--- config.mk ---
export PLATFORM = sky130hd
export DESIGN_NAME = nibble_mult_ctrl
export DESIGN_NICKNAME = d
export VERILOG_FILES = /design/src/rtl/mult8_pkg.sv /design/src/rtl/nibble_mult_ctrl_mult_4x4.sv /design/src/rtl/nibble_mult_ctrl.sv
export SDC_FILE = /design/constraint.sdc
export NUM_CORES = 1
export LEC_CHECK = 0
export CAP_MARGIN = 5
export CORE_ASPECT_RATIO = 0.75
export CORE_MARGIN = 2
export CORE_UTILIZATION = 50
export DETAILED_ROUTE_END_ITERATION = 6
export GPL_ROUTABILITY_DRIVEN = 1
export PLACE_DENSITY = 0.76
export REMOVE_ABC_BUFFERS = 1
export SYNTH_ARGS = -nofsm -noshare
export SYNTH_HDL_FRONTEND = slang
export SYNTH_SLANG_ARGS = --single-unit
--- constraint.sdc ---
create_clock -name clk -period 5.6 [get_ports clk]
set_clock_uncertainty 0.05 [all_clocks]
set_input_delay 1.12 -clock clk [delete_from_list [all_inputs] [get_ports clk]]
set_output_delay 1.12 -clock clk [all_outputs]
set_load 0.005 [all_outputs]
--- src/rtl/mult8_pkg.sv ---
// Shared widths, FSM states and per-step shift table for the nibble-serial 8x8 multiplier.
package mult8_pkg;

  localparam int NIB   = 4;
  localparam int OP_W  = 2 * NIB;
  localparam int RES_W = 4 * NIB;
  localparam int STEPS = 4;
  localparam int CNT_W = $clog2(STEPS);

  typedef enum logic [1:0] {
    IDLE = 2'd0,
    CALC = 2'd1,
    DONE = 2'd2
  } state_t;

  // Step k multiplies (A[cnt[1]], B[cnt[0]]); its weight is 4*(cnt[1]+cnt[0]).
  localparam logic [3:0] SHIFT_TBL [STEPS] = '{4'd0, 4'd4, 4'd4, 4'd8};

endpackage

--- src/rtl/nibble_mult_ctrl_mult_4x4.sv ---
// Combinational unsigned NIBxNIB multiplier producing the full 2*NIB-bit partial product.
// Zero latency, no flow control.
module mult_4x4
  import mult8_pkg::*;
(
  input  logic [NIB-1:0]  a_i,
  input  logic [NIB-1:0]  b_i,
  output logic [OP_W-1:0] p_o
);

  assign p_o = OP_W'(a_i) * OP_W'(b_i);

endmodule

--- src/rtl/nibble_mult_ctrl.sv ---
// Nibble-serial 8x8 multiply: latches operands, walks four mux select pairs, accumulates 16-bit product.
// Start accepted in IDLE/DONE, done pulses 5 cycles later; start is ignored while busy.
module nibble_mult_ctrl
  import mult8_pkg::*;
(
  input  logic             clk,
  input  logic             rst_n,
  input  logic             start,
  input  logic [OP_W-1:0]  a_in,
  input  logic [OP_W-1:0]  b_in,
  output logic [OP_W-1:0]  op_a,
  output logic [OP_W-1:0]  op_b,
  output logic             sel_a,
  output logic             sel_b,
  input  logic [NIB-1:0]   nib_a,
  input  logic [NIB-1:0]   nib_b,
  output logic [RES_W-1:0] product,
  output logic             busy,
  output logic             done
);

  state_t             state_q;
  logic [CNT_W-1:0]   cnt_q;
  logic [RES_W-1:0]   acc_q;
  logic [OP_W-1:0]    op_a_q;
  logic [OP_W-1:0]    op_b_q;
  logic [RES_W-1:0]   prod_q;
  logic               sel_a_q;
  logic               sel_b_q;
  logic               busy_q;
  logic               done_q;

  logic [OP_W-1:0]    pp;
  logic [RES_W-1:0]   acc_d;
  logic [CNT_W-1:0]   cnt_d;

  mult_4x4 u_mult (
    .a_i (nib_a),
    .b_i (nib_b),
    .p_o (pp)
  );

  assign acc_d = acc_q + (RES_W'(pp) << SHIFT_TBL[cnt_q]);
  assign cnt_d = cnt_q + CNT_W'(1);

  always_ff @(posedge clk) begin
    if (!rst_n) begin
      state_q <= IDLE;
      cnt_q   <= '0;
      acc_q   <= '0;
      op_a_q  <= '0;
      op_b_q  <= '0;
      prod_q  <= '0;
      sel_a_q <= 1'b0;
      sel_b_q <= 1'b0;
      busy_q  <= 1'b0;
      done_q  <= 1'b0;
    end else begin
      case (state_q)
        IDLE, DONE: begin
          done_q  <= 1'b0;
          sel_a_q <= 1'b0;
          sel_b_q <= 1'b0;
          if (start) begin
            op_a_q  <= a_in;
            op_b_q  <= b_in;
            acc_q   <= '0;
            cnt_q   <= '0;
            busy_q  <= 1'b1;
            state_q <= CALC;
          end else begin
            busy_q  <= 1'b0;
            state_q <= IDLE;
          end
        end
        CALC: begin
          acc_q <= acc_d;
          cnt_q <= cnt_d;
          if (cnt_q == CNT_W'(STEPS - 1)) begin
            prod_q  <= acc_d;
            busy_q  <= 1'b0;
            done_q  <= 1'b1;
            sel_a_q <= 1'b0;
            sel_b_q <= 1'b0;
            state_q <= DONE;
          end else begin
            // Selects lead the counter by one edge so they match cnt in the next cycle.
            sel_a_q <= cnt_d[1];
            sel_b_q <= cnt_d[0];
          end
        end
        default: begin
          busy_q  <= 1'b0;
          done_q  <= 1'b0;
          sel_a_q <= 1'b0;
          sel_b_q <= 1'b0;
          state_q <= IDLE;
        end
      endcase
    end
  end

  assign op_a    = op_a_q;
  assign op_b    = op_b_q;
  assign sel_a   = sel_a_q;
  assign sel_b   = sel_b_q;
  assign product = prod_q;
  assign busy    = busy_q;
  assign done    = done_q;

endmodule

==> results.py <==
metrics = {
    "finish": {
        "final_nets": 524,
        "syn2layout_area_growth_pct": 31.51,
        "final_cells": 546,
        "layout_commonest_cell": "nand2_1",
        "fillers": 525,
        "final_core_util": 0.6794,
        "final_cell_mix": "67 x nand2_1, 57 x clkdlybuf4s50_1, 55 x dfxtp_1",
        "drive_above_1_share": 0.1398,
        "n_antenna_cell": 0,
    },
    "die": {
        "io-pin-count": 63,
        "floorplan.die_area_um2": 7198,
        "start_util": 0.5166,
        "die_w_um": 97.30,
        "rows": 25,
        "chipHeight_um": 73.98,
        "core_um2": 6319,
    },
    "global_route": {
        "grt_pass1_wl_um": 13680,
        "grt_pass1_vias": 2843,
        "grt_util_all_layers": 0.2327,
        "gr-total-overflow": 0,
        "antenna_found_initial": 0,
        "grt_max_degree": 26,
    },
    "clock_tree": {
        "clock_path_buffers": 2,
        "clock-sinks": 55,
        "htree_levels": 2,
        "clkTransAtPathRegs_ns": 0.11,
        "cts_buffers": 5,
        "ctsRootBufferMaster": "clkbuf_8",
        "clk_latency_ns": 0.31,
        "cts_tree": "built",
        "cts-hold-fix-buffers": 0,
    },
    "timing": {
        "post-route-period-util": 0.9705,
        "max_slew_margin": 0.2276,
        "fin_crit_ns": 5.435,
        "finalMaxSlewViolations": 0,
        "tightest_slew_ns": 1.156,
        "fmax_ghz": 0.1840,
        "hold_viol": 0,
        "setup_violations": 0,
    },
    "setup_path": {
        "crit_chain": "clkdlybuf4s50_1 -> nand2_1 -> fa_1 -> inv_1 -> fa_1 -> ha_1 -> a21o_1 -> a2111oi_4 -> xor2_2 -> mux2_2 -> nor2_2 -> ha_1 -> o21ai_1 -> a21oi_1 -> o21ai_1 -> a31oi_2 -> a221oi_2 -> or4b_1 -> nand3_1",
        "cp.depth": 19,
        "r2r_slack_ns": 2.21,
        "cp.arrival_ns": 5.65,
        "worstSetupPathType": "primary input to flip-flop",
        "crit_required_ns": 5.81,
        "cp-end-kind": "flip-flop",
        "slowest_stage": "or4b_1",
        "worst_setup_path_start_kind": "primary input",
        "reg2reg_depth": 11,
        "crit_end": "product[14]",
        "crit_family": "adder cells",
        "crit_start": "nib_a[2]",
        "timing.rr.end": "product[15]",
        "critPathMaxStageDelay_ns": 0.50,
        "path_buf_inv": 2,
        "path_max_fanout": 3,
        "reg2reg_from": "cnt_q[0]",
    },
    "place": {
        "hpwl_um": 6345,
        "gp_congestion": 0.8697,
        "dp_cells": 537,
        "portBuffers": 62,
    },
    "logic_synthesis": {
        "synth_cell_types": 55,
        "ys_seq_area_frac": 0.3373,
        "synth_async_sr_flop_share": 0,
        "synth-seq-cells": 55,
        "syn_area_um2": 3264,
        "avgSynthCellArea_um2": 8.568,
        "synth-main-ff-cell": "dfxtp_1",
        "yosys_warnings": 0,
        "netlist_instances": 381,
        "synth_edf_count": 0,
    },
    "pwr": {
        "vdd_drop_max_uv": 161.3,
        "leakagePower_nw": 1.879,
        "p_per_area_nw_per_um2": 223.7,
    },
    "detailed_routing": {
        "viasPerCell": 5.436,
        "wire_per_inst_um": 15.01,
        "num_vias": 2968,
        "ant_nets": 0,
        "drc_errors": 0,
        "dr.pass1.iters": 4,
        "drt-total-wl_um": 8196,
        "drtIter0Drc": 166,
    },
    "min_path": {
        "hold_class": "flip-flop to flip-flop",
    },
    "run_status": {
        "status": "finished, final reports clean",
    },
    "job": {
        "max_cap_viol_count": 0,
    },
}
worst reg2reg max path, stage by stage (launching register included):
cell      delay [ns]
dfxtp_1         0.40
ha_1            0.66
or2b_2          0.42
o22ai_1         0.19
ha_1            0.31
a21oi_1         0.16
nor2_1          0.07
o21ai_1         0.17
o211ai_1        0.22
a221oi_2        0.36
and3_2          0.24
nor3_2          0.04
Yosys cell counts (2+ instances only):
| cell type | n | share of area |
|---|---|---|
| nand2_1 | 69 | 0.079 |
| dfxtp_1 | 55 | 0.34 |
| ha_1 | 28 | 0.11 |
| a21boi_0 | 25 | 0.057 |
| clkbuf_1 | 19 | 0.022 |
| nor2_1 | 17 | 0.020 |
| and2_1 | 16 | 0.031 |
| o21ai_0 | 15 | 0.023 |
| a21oi_1 | 12 | 0.018 |
| inv_1 | 12 | 0.014 |
| nand3_1 | 9 | 0.014 |
| a22o_1 | 8 | 0.021 |
| nor2b_1 | 8 | 0.015 |
| xor2_1 | 8 | 0.021 |
| nor3_1 | 7 | 0.011 |
| xnor2_1 | 7 | 0.019 |
| a21o_1 | 5 | 0.011 |
| fa_1 | 5 | 0.031 |
| o22ai_1 | 5 | 0.0096 |
| a31oi_1 | 3 | 0.0057 |
| and3_1 | 3 | 0.0057 |
| nand2b_1 | 3 | 0.0057 |
| nand4_1 | 3 | 0.0057 |
| a221oi_2 | 2 | 0.0092 |
| nand3b_1 | 2 | 0.0046 |
| o211a_1 | 2 | 0.0061 |
| o211ai_1 | 2 | 0.0046 |
| o21ai_1 | 2 | 0.0031 |
| o21ai_2 | 2 | 0.0054 |
| o31ai_1 | 2 | 0.0046 |
sequential cells by signal (all words and copies together) (netlist names):
signal   flops
sel_b        1
done         1
op_b         8
cnt_q        2
state_q      2
product     16
sel_a        1
acc_q       16
op_a         8
where the power goes:
| group | internal (mW) | switching [mW] | total, mW | leakage (nW) |
|---|---|---|---|---|
| clock | 0.0921 | 0.139 | 0.231 | 0.0463 |
| combinational | 0.159 | 0.153 | 0.313 | 1.39 |
| sequential | 0.407 | 0.00959 | 0.417 | 0.447 |
| total | 0.659 | 0.302 | 0.960 | 1.88 |
layout make-up:
type | count | area (µm²) | area share
multi-input combinational | 293 | 2053 | 0.4783
timing repair buffer | 97 | 895.9 | 0.2087
sequential | 55 | 1101 | 0.2565
inverter | 12 | 45.04 | 0.01049
clock inverter | 3 | 27.53 | 0.006412
clock buffer | 5 | 68.82 | 0.01603
tap | 81 | 101.3 | 0.02361
worst min path at each step:
stage	startpoint	cells after the start	end	slack (ns)
after floorplan	acc_q[12]	2	acc_q[12]	0.38
after global placement	op_b[7]	2	op_b[7]	0.40
after detailed placement	op_a[3]	2	op_a[3]	0.41
after CTS	product[1]	2	product[1]	0.42
after global routing	op_a[7]	2	op_a[7]	0.44
final	op_b[0]	2	op_b[0]	0.42
timing repair:
action / CTS / global route
gates resized for setup: 1 / 13
buffers inserted: 0 / 1
setup endpoints to repair: 2 / 12
cloned: 0 / 0
pin swaps: 0 / 11
routing by layer:
metal | routed length (µm) | GRT usage | share of wire | up-vias
met5 | 0 | 0 | 0 | -
met4 | 31 | 0.03395 | 0.0038 | 0
met3 | 437 | 0.04229 | 0.053 | 7
met2 | 3482 | 0.3611 | 0.42 | 75
met1 | 4244 | 0.3505 | 0.52 | 1399
li1 | - | - | - | 1487
cells by family (layout without fill, tap and decap cells):
| kind of cell | count (synthesis) | in the layout | share of synthesized area |
|---|---|---|---|
| AND/OR/NAND/NOR | 148 | 148 | 0.2204 |
| AO/OA/AOI/OAI | 93 | 93 | 0.2085 |
| flip-flops | 55 | 55 | 0.3373 |
| adder cells (fa/ha/maj) | 33 | 33 | 0.1380 |
| buffers and inverters | 33 | 117 | 0.03909 |
| XOR/XNOR | 17 | 17 | 0.05021 |
| multiplexers | 2 | 2 | 0.006516 |
stage by stage:
step | setup TNS (ns) | hold slack, ns | instance area, µm² | power (mW) | setup slack (ns)
2_1_floorplan | 0 | 0.3815 | 3182 | 0.5866 | 0.4450
3_3_place_gp | -1.612 | 0.3974 | 4159 | 0.7258 | -0.2963
3_5_place_dp | -2.738 | 0.4072 | 4159 | 0.7297 | -0.3485
4_1_cts | 0 | 0.4223 | 4255 | 0.9613 | 0.06253
5_1_grt | -0.1691 | 0.4420 | 4293 | 1.013 | -0.07118
6_report | 0 | 0.4180 | 4293 | 0.9603 | 0.1651
Power figures use the tool's default switching activity.
